### src/rtl/matmul_loop_scheduler_if.sv
// Operation bus between the matmul loop scheduler (master) and the shared
// MAC/memory datapath (slave).
interface matmul_loop_scheduler_if #(
    parameter int WIDTH = 16
);
    logic             op_valid;
    logic             op_ready;
    logic             op_clear;
    logic             op_first;
    logic [WIDTH-1:0] a_addr;
    logic [WIDTH-1:0] b_addr;
    logic [WIDTH-1:0] c_addr;

    modport master (
        output op_valid, op_clear, op_first, a_addr, b_addr, c_addr,
        input  op_ready
    );

    modport slave (
        input  op_valid, op_clear, op_first, a_addr, b_addr, c_addr,
        output op_ready
    );
endinterface

### src/rtl/matmul_loop_scheduler.sv
// Runtime-bounded loop scheduler for C[i][j] += A[i][k] * B[k][j]: zero-fills C, then
// issues one MAC per (i,k,j). Define SCHED_PERF_COUNTERS_EN for perf_cycles/perf_stalls.
module matmul_loop_scheduler #(
    parameter int WIDTH   = 16,
    parameter int LATENCY = 2
) (
    input  logic             clock,
    input  logic             reset_n,
    input  logic             start,
    input  logic             abort,
    input  logic [WIDTH-1:0] dim_i,
    input  logic [WIDTH-1:0] dim_k,
    input  logic [WIDTH-1:0] dim_j,
    output logic             busy,
    output logic             done,
    matmul_loop_scheduler_if.master op
`ifdef SCHED_PERF_COUNTERS_EN
    ,
    output logic [31:0]      perf_cycles,
    output logic [31:0]      perf_stalls
`endif
);

    typedef enum logic [2:0] {
        S_IDLE,
        S_CLEAR,
        S_RUN,
        S_DRAIN,
        S_DONE
    } state_t;

    // LATENCY of 0 or 1 both collapse to a single drain cycle.
    localparam logic [31:0] DRAIN_LAST = (LATENCY > 1) ? 32'(LATENCY - 1) : 32'd0;

    state_t           state_q, state_d;
    logic [WIDTH-1:0] di_q, dk_q, dj_q;
    logic [WIDTH-1:0] i_q, k_q, j_q;
    logic [31:0]      drain_q;
    logic             xfer, last_i, last_k, last_j, drain_last, any_zero;

    assign xfer       = op.op_valid & op.op_ready;
    assign last_i     = (i_q == di_q - WIDTH'(1));
    assign last_k     = (k_q == dk_q - WIDTH'(1));
    assign last_j     = (j_q == dj_q - WIDTH'(1));
    assign drain_last = (drain_q == DRAIN_LAST);
    assign any_zero   = (dim_i == '0) | (dim_k == '0) | (dim_j == '0);

    always_ff @(posedge clock or negedge reset_n) begin
        if (!reset_n) begin
            state_q <= S_IDLE;
        end else begin
            state_q <= state_d;
        end
    end

    always_comb begin
        state_d = state_q;
        if (abort) begin
            state_d = S_IDLE;
        end else begin
            unique case (state_q)
                S_IDLE:  if (start) state_d = any_zero ? S_DONE : S_CLEAR;
                S_CLEAR: if (xfer && last_i && last_j) state_d = S_RUN;
                S_RUN:   if (xfer && last_i && last_k && last_j) state_d = S_DRAIN;
                S_DRAIN: if (drain_last) state_d = S_DONE;
                S_DONE:  state_d = S_IDLE;
                default: state_d = S_IDLE;
            endcase
        end
    end

    // Indices only move on a transfer, so a stalled op keeps every output steady.
    always_ff @(posedge clock or negedge reset_n) begin
        if (!reset_n) begin
            di_q    <= '0;
            dk_q    <= '0;
            dj_q    <= '0;
            i_q     <= '0;
            k_q     <= '0;
            j_q     <= '0;
            drain_q <= '0;
        end else if (abort) begin
            i_q     <= '0;
            k_q     <= '0;
            j_q     <= '0;
            drain_q <= '0;
        end else begin
            unique case (state_q)
                S_IDLE: begin
                    if (start) begin
                        di_q    <= dim_i;
                        dk_q    <= dim_k;
                        dj_q    <= dim_j;
                        i_q     <= '0;
                        k_q     <= '0;
                        j_q     <= '0;
                        drain_q <= '0;
                    end
                end
                S_CLEAR: begin
                    if (xfer) begin
                        if (last_j) begin
                            j_q <= '0;
                            i_q <= last_i ? '0 : i_q + WIDTH'(1);
                        end else begin
                            j_q <= j_q + WIDTH'(1);
                        end
                    end
                end
                S_RUN: begin
                    if (xfer) begin
                        if (last_j) begin
                            j_q <= '0;
                            if (last_k) begin
                                k_q <= '0;
                                i_q <= last_i ? '0 : i_q + WIDTH'(1);
                            end else begin
                                k_q <= k_q + WIDTH'(1);
                            end
                        end else begin
                            j_q <= j_q + WIDTH'(1);
                        end
                    end
                end
                S_DRAIN: drain_q <= drain_q + 32'd1;
                default: ;
            endcase
        end
    end

    always_comb begin
        busy        = (state_q != S_IDLE);
        done        = (state_q == S_DONE) & ~abort;
        op.op_valid = (state_q == S_CLEAR) | (state_q == S_RUN);
        op.op_clear = (state_q == S_CLEAR);
        op.op_first = (state_q == S_RUN) & (k_q == '0);
        op.a_addr   = i_q * dk_q + k_q;
        op.b_addr   = k_q * dj_q + j_q;
        op.c_addr   = i_q * dj_q + j_q;
    end

`ifdef SCHED_PERF_COUNTERS_EN
    always_ff @(posedge clock or negedge reset_n) begin
        if (!reset_n) begin
            perf_cycles <= '0;
            perf_stalls <= '0;
        end else if (state_q == S_IDLE && start && !abort) begin
            perf_cycles <= '0;
            perf_stalls <= '0;
        end else begin
            if (busy) perf_cycles <= perf_cycles + 32'd1;
            if (op.op_valid && !op.op_ready) perf_stalls <= perf_stalls + 32'd1;
        end
    end
`endif

endmodule

### src/flat_wrapper.sv
// flat-port wrapper written by rule: the top's interface ports become plain ports
module matmul_loop_scheduler_flat 
#(
    parameter int WIDTH   = 16,
    parameter int LATENCY = 2
)
  (clock, reset_n, start, abort, dim_i, dim_k, dim_j, busy, done, op_op_valid, op_op_clear, op_op_first, op_a_addr, op_b_addr, op_c_addr, op_op_ready);
  matmul_loop_scheduler_if #(.WIDTH(WIDTH)) op_i ();
  input  logic clock;
  input  logic reset_n;
  input  logic start;
  input  logic abort;
  input  logic [WIDTH-1:0] dim_i;
  input  logic [WIDTH-1:0] dim_k;
  input  logic [WIDTH-1:0] dim_j;
  output logic busy;
  output logic done;
  output wire logic [$bits(op_i.op_valid)-1:0] op_op_valid;
  output wire logic [$bits(op_i.op_clear)-1:0] op_op_clear;
  output wire logic [$bits(op_i.op_first)-1:0] op_op_first;
  output wire logic [$bits(op_i.a_addr)-1:0] op_a_addr;
  output wire logic [$bits(op_i.b_addr)-1:0] op_b_addr;
  output wire logic [$bits(op_i.c_addr)-1:0] op_c_addr;
  input wire logic [$bits(op_i.op_ready)-1:0] op_op_ready;
  assign op_op_valid = op_i.op_valid;
  assign op_op_clear = op_i.op_clear;
  assign op_op_first = op_i.op_first;
  assign op_a_addr = op_i.a_addr;
  assign op_b_addr = op_i.b_addr;
  assign op_c_addr = op_i.c_addr;
  assign op_i.op_ready = op_op_ready;
  matmul_loop_scheduler #(.WIDTH(WIDTH), .LATENCY(LATENCY)) u_core (.clock(clock), .reset_n(reset_n), .start(start), .abort(abort), .dim_i(dim_i), .dim_k(dim_k), .dim_j(dim_j), .busy(busy), .done(done), .op(op_i));
endmodule
### config.mk
export PLATFORM = sky130hd
export DESIGN_NAME = matmul_loop_scheduler_flat
export DESIGN_NICKNAME = d
export VERILOG_FILES = /design/src/rtl/matmul_loop_scheduler_if.sv /design/src/rtl/matmul_loop_scheduler.sv /design/src/flat_wrapper.sv
export SDC_FILE = /design/constraint.sdc
export NUM_CORES = 1
export LEC_CHECK = 0
export CORE_ASPECT_RATIO = 1.1
export CORE_MARGIN = 3
export CORE_UTILIZATION = 30
export CTS_BUF_LIST = sky130_fd_sc_hd__clkbuf_8 sky130_fd_sc_hd__clkbuf_16
export DETAILED_ROUTE_END_ITERATION = 12
export MAX_ROUTING_LAYER = met4
export PLACE_DENSITY_LB_ADDON = 0.12
export SYNTH_ARGS = -nofsm -noshare
export SYNTH_HDL_FRONTEND = slang
export SYNTH_SLANG_ARGS = --single-unit
### constraint.sdc
create_clock -name clock -period 7.2 [get_ports clock]
set_input_delay 0.72 -clock clock [delete_from_list [all_inputs] [get_ports clock]]
set_output_delay 0.72 -clock clock [all_outputs]
set_load 0.005 [all_outputs]
==> qor.yml <==
crit_chain: "inv_1 -> nor2_1 -> fa_1 -> inv_1 -> fa_1 -> fa_1 -> fa_1 -> inv_1 -> fa_1 -> inv_1 -> fa_1 -> inv_1 -> ha_1 -> nand3_1 -> nand2_1 -> a41o_1 -> o41a_1 -> xnor2_1 -> clkdlybuf4s50_1"
syn_inst: 2490
grt_pass1_vias: 17794
start_util: 0.3049
maxSlewViolCount: 0
crit_fanout: 8
clock-skew-final_ns: 0.01141
cts_buffers: 17
drive_above_1_share: 0.08783
drt_iter0_drc: 925
yosys_most_used_dff: "dfrtp_1"
maxCapViolCount: 0
grt_pass1_wl_mm: 106.7
post-route-period-util: 0.9736
power_density_mw_per_mm2: 199.4
synth.net_count: 2990
cts_tree: "built"
hpwlAfterDp_mm: 55.00
die_h_um: 284.7
endpoint_kind: "primary output"
synth_warnings: 0
dr.pass1.iters: 5
critPathSlowestCell: "fa_1"
cts_root_buffer: "clkbuf_16"
vias: 16984
synth_cell_type_count: 76
grt_start_max_net_pins: 64
regArea_mm2: 0.003309
yosysTopAreaCell: "fa_1"
period_minus_slack_ns: 7.010
crit_arrival_ns: 6.29
avgSynthCellArea_um2: 8.510
worstPathRequired_ns: 6.48
core_mm2: 0.06950
synth_edf_count: 0
slowest_delay_ns: 0.61
tightest_slew_ns: 1.056
fin_nets: 3083
pin_count: 106
synth_area_leaders: "fa_1 (27%), dfrtp_1 (15%), ha_1 (9.7%)"
clk_latency_ns: 0.46
die_w_um: 259.4
whs_ns: 0.1614
setup_viol: 0
synthesis.area_mm2: 0.02119
multi_input_area_mm2: 0.01559
syn2layout_area_growth_pct: 14.86
hold_viol_final: 0
path_clk_slew_ns: 0.07
numPortBuffers: 105
min_path_type: "in2async"
row_count: 101
stdcell_area_mm2: 0.02434
slew_headroom: 0.2923
run_status: "complete, no violations"
viasPerCell: 4.821
async_reset_ff_frac: 1.000
cp_common_cell: "fa_1"
cts_hold_buf: 0
setup.worst_path.start_class: "register"
crit_type: "reg2out"
routed_wl_mm: 67.65
antenna_found_initial: 0
seq_area_frac_synth: 0.1547
ir_drop_mv: 0.2077
synth_top_area_frac: 0.2664
globalplace.congestion: 0.8825
leakagePower_nw: 11.13
dieArea_mm2: 0.07386
clock-sinks: 131
fmax_ghz: 0.1427
ys_seq_elements: 131
n_antenna_cell: 0
overflow: 0
cts.htree.levels: 4
drc: 0
nFillCells: 7265
detailed_place.area_mm2: 0.02357
antenna_left: 0
avgRoutedWirePerCell_um: 19.20
cts_buffer_depth: 2
grt_util_all_layers: 0.1927
==> layout by cell type, fill, tap and decap left out, types with 11 or more instances in the layout <==
cell / instances
buf_4: 90
o21ai_1: 11
nor4_1: 39
xnor2_1: 152
nand2b_1: 14
o22ai_1: 16
mux2_2: 49
xor2_1: 66
nor2_1: 124
dfrtp_1: 110
nand3_1: 33
clkbuf_16: 17
and2_1: 131
ha_1: 164
or3_1: 15
nor3_1: 33
o21ai_0: 38
nand4_1: 26
inv_1: 493
and3_1: 28
nand2_1: 322
fa_1: 282
clkdlybuf4s50_1: 103
a21oi_1: 46
dfrtp_2: 19
==> registers in the layout, summed over array words and instances, names as in the netlist <==
register / cells
u_core.di_q: 16
u_core.dj_q: 16
u_core.dk_q: 16
u_core.drain_q: 32
u_core.i_q: 16
u_core.j_q: 16
u_core.k_q: 16
u_core.state_q: 3
==> metrics by stage <==
stage | utilization | total power (W) | worst slack (ns) | cells | setup TNS, ns
3_5_place_dp | 0.3392 | 0.003908 | 0.4409 | 3479 | 0
5_1_grt | 0.3502 | 0.005224 | -0.0002061 | 3523 | -0.0002061
6_report | 0.3502 | 0.004853 | 0.1902 | 3523 | 0
2_1_floorplan | - | 0.002685 | 1.051 | 2490 | 0
4_1_cts | 0.3477 | 0.004846 | 0.008255 | 3511 | 0
3_3_place_gp | 0.3392 | 0.003890 | 0.4961 | 3479 | 0
==> worst max-delay path: cells and delay by family, from the launching register on <==
kind,cells,cell delay (ns)
AND/OR/NAND/NOR,3,0.24
adder cells (fa/ha/maj),7,3.45
buffers and inverters,6,0.89
flip-flops,1,0.55
AO/OA/AOI/OAI,2,0.54
XOR/XNOR,1,0.17
==> worst paths after layout <==
path / start / to / slack, ns / depth (start not counted)
max in group asynchronous: reset_n / u_core.dj_q[8]$_DFFE_PN0P_ / 5.12 / 3
worst max-delay path: u_core.k_q[10]$_DFFE_PN0P_ / op_b_addr[15] / 0.19 / 19
worst max register to register: u_core.dj_q[0]$_DFFE_PN0P_ / u_core.k_q[3]$_DFFE_PN0P_ / 2.58 / 12
worst min register to register: u_core.drain_q[9]$_DFFE_PN0P_ / u_core.drain_q[9]$_DFFE_PN0P_ / 0.52 / 1
worst min-delay path: reset_n / u_core.di_q[0]$_DFFE_PN0P_ / 0.16 / 1
min in group clock: u_core.drain_q[9]$_DFFE_PN0P_ / u_core.drain_q[9]$_DFFE_PN0P_ / 0.52 / 1
==> power by group <==
group | leakage, nW | internal (W) | total, W | switching, W
Sequential | 1.70 | 0.000895 | 0.00135 | 0.000458
Clock | 0.284 | 0.000490 | 0.000905 | 0.000415
Combinational | 9.15 | 0.00113 | 0.00260 | 0.00146
Total | 11.1 | 0.00252 | 0.00485 | 0.00234
==> cell usage after synthesis, types with 3 or more instances <==
cell       number
o21ai_1        10
nand3b_1        5
nor4_1         39
or4_1           7
dfrtp_1       131
and2_1        131
fa_1          282
a21o_1          9
ha_1          165
mux2_2         49
nand2_1       323
inv_1         496
nand4b_1        3
buf_2           5
or2_1           3
and3_1         28
a31oi_1         9
o31a_1          6
nor3b_1         4
a2111oi_0       3
o21a_1          4
xor2_1         67
nand4_1        26
nor3_1         33
or2_2           5
nand2b_1       14
o211ai_1        5
o21bai_1        4
buf_1           8
a21boi_0        3
o22ai_1        16
xnor2_1       152
nor2b_1         9
mux2i_1         5
o21ai_0        39
a21oi_1        47
or3_1          15
clkbuf_1      116
o2111ai_1      10
nor2_1        125
nand3_1        33
nor4b_1         4
==> layout make-up <==
cell class | instances | share of cell area
multi-input combinational | 1734 | 0.6404
timing repair buffer | 203 | 0.07531
sequential | 131 | 0.1360
tap | 927 | 0.04765
clock inverter | 15 | 0.006426
clock buffer | 17 | 0.01748
inverter | 496 | 0.07680
==> routing by layer <==
layer | wire, um | track usage | part of all wire
met1 | 32000 | 0.2653 | 0.47
met2 | 31830 | 0.3105 | 0.47
met3 | 2955 | 0.02052 | 0.044
met4 | 853 | 0.03448 | 0.013
met5 | 0 | - | 0
==> cells by family (layout without fill, tap and decap cells) <==
logic type | Yosys count | count (layout) | share of synthesized area
AO/OA/AOI/OAI | 193 | 193 | 0.06153
flip-flops | 131 | 131 | 0.1547
XOR/XNOR | 219 | 219 | 0.09052
buffers and inverters | 625 | 731 | 0.1110
multiplexers | 55 | 55 | 0.02893
AND/OR/NAND/NOR | 820 | 820 | 0.1895
adder cells (fa/ha/maj) | 447 | 447 | 0.3638
==> timing repair <==
item	in CTS	in global routing
gates resized for setup	5	37
endpoints found under the setup margin	2	10
setup buffers	0	12
Note: power is estimated with default switching activity, not from simulation.
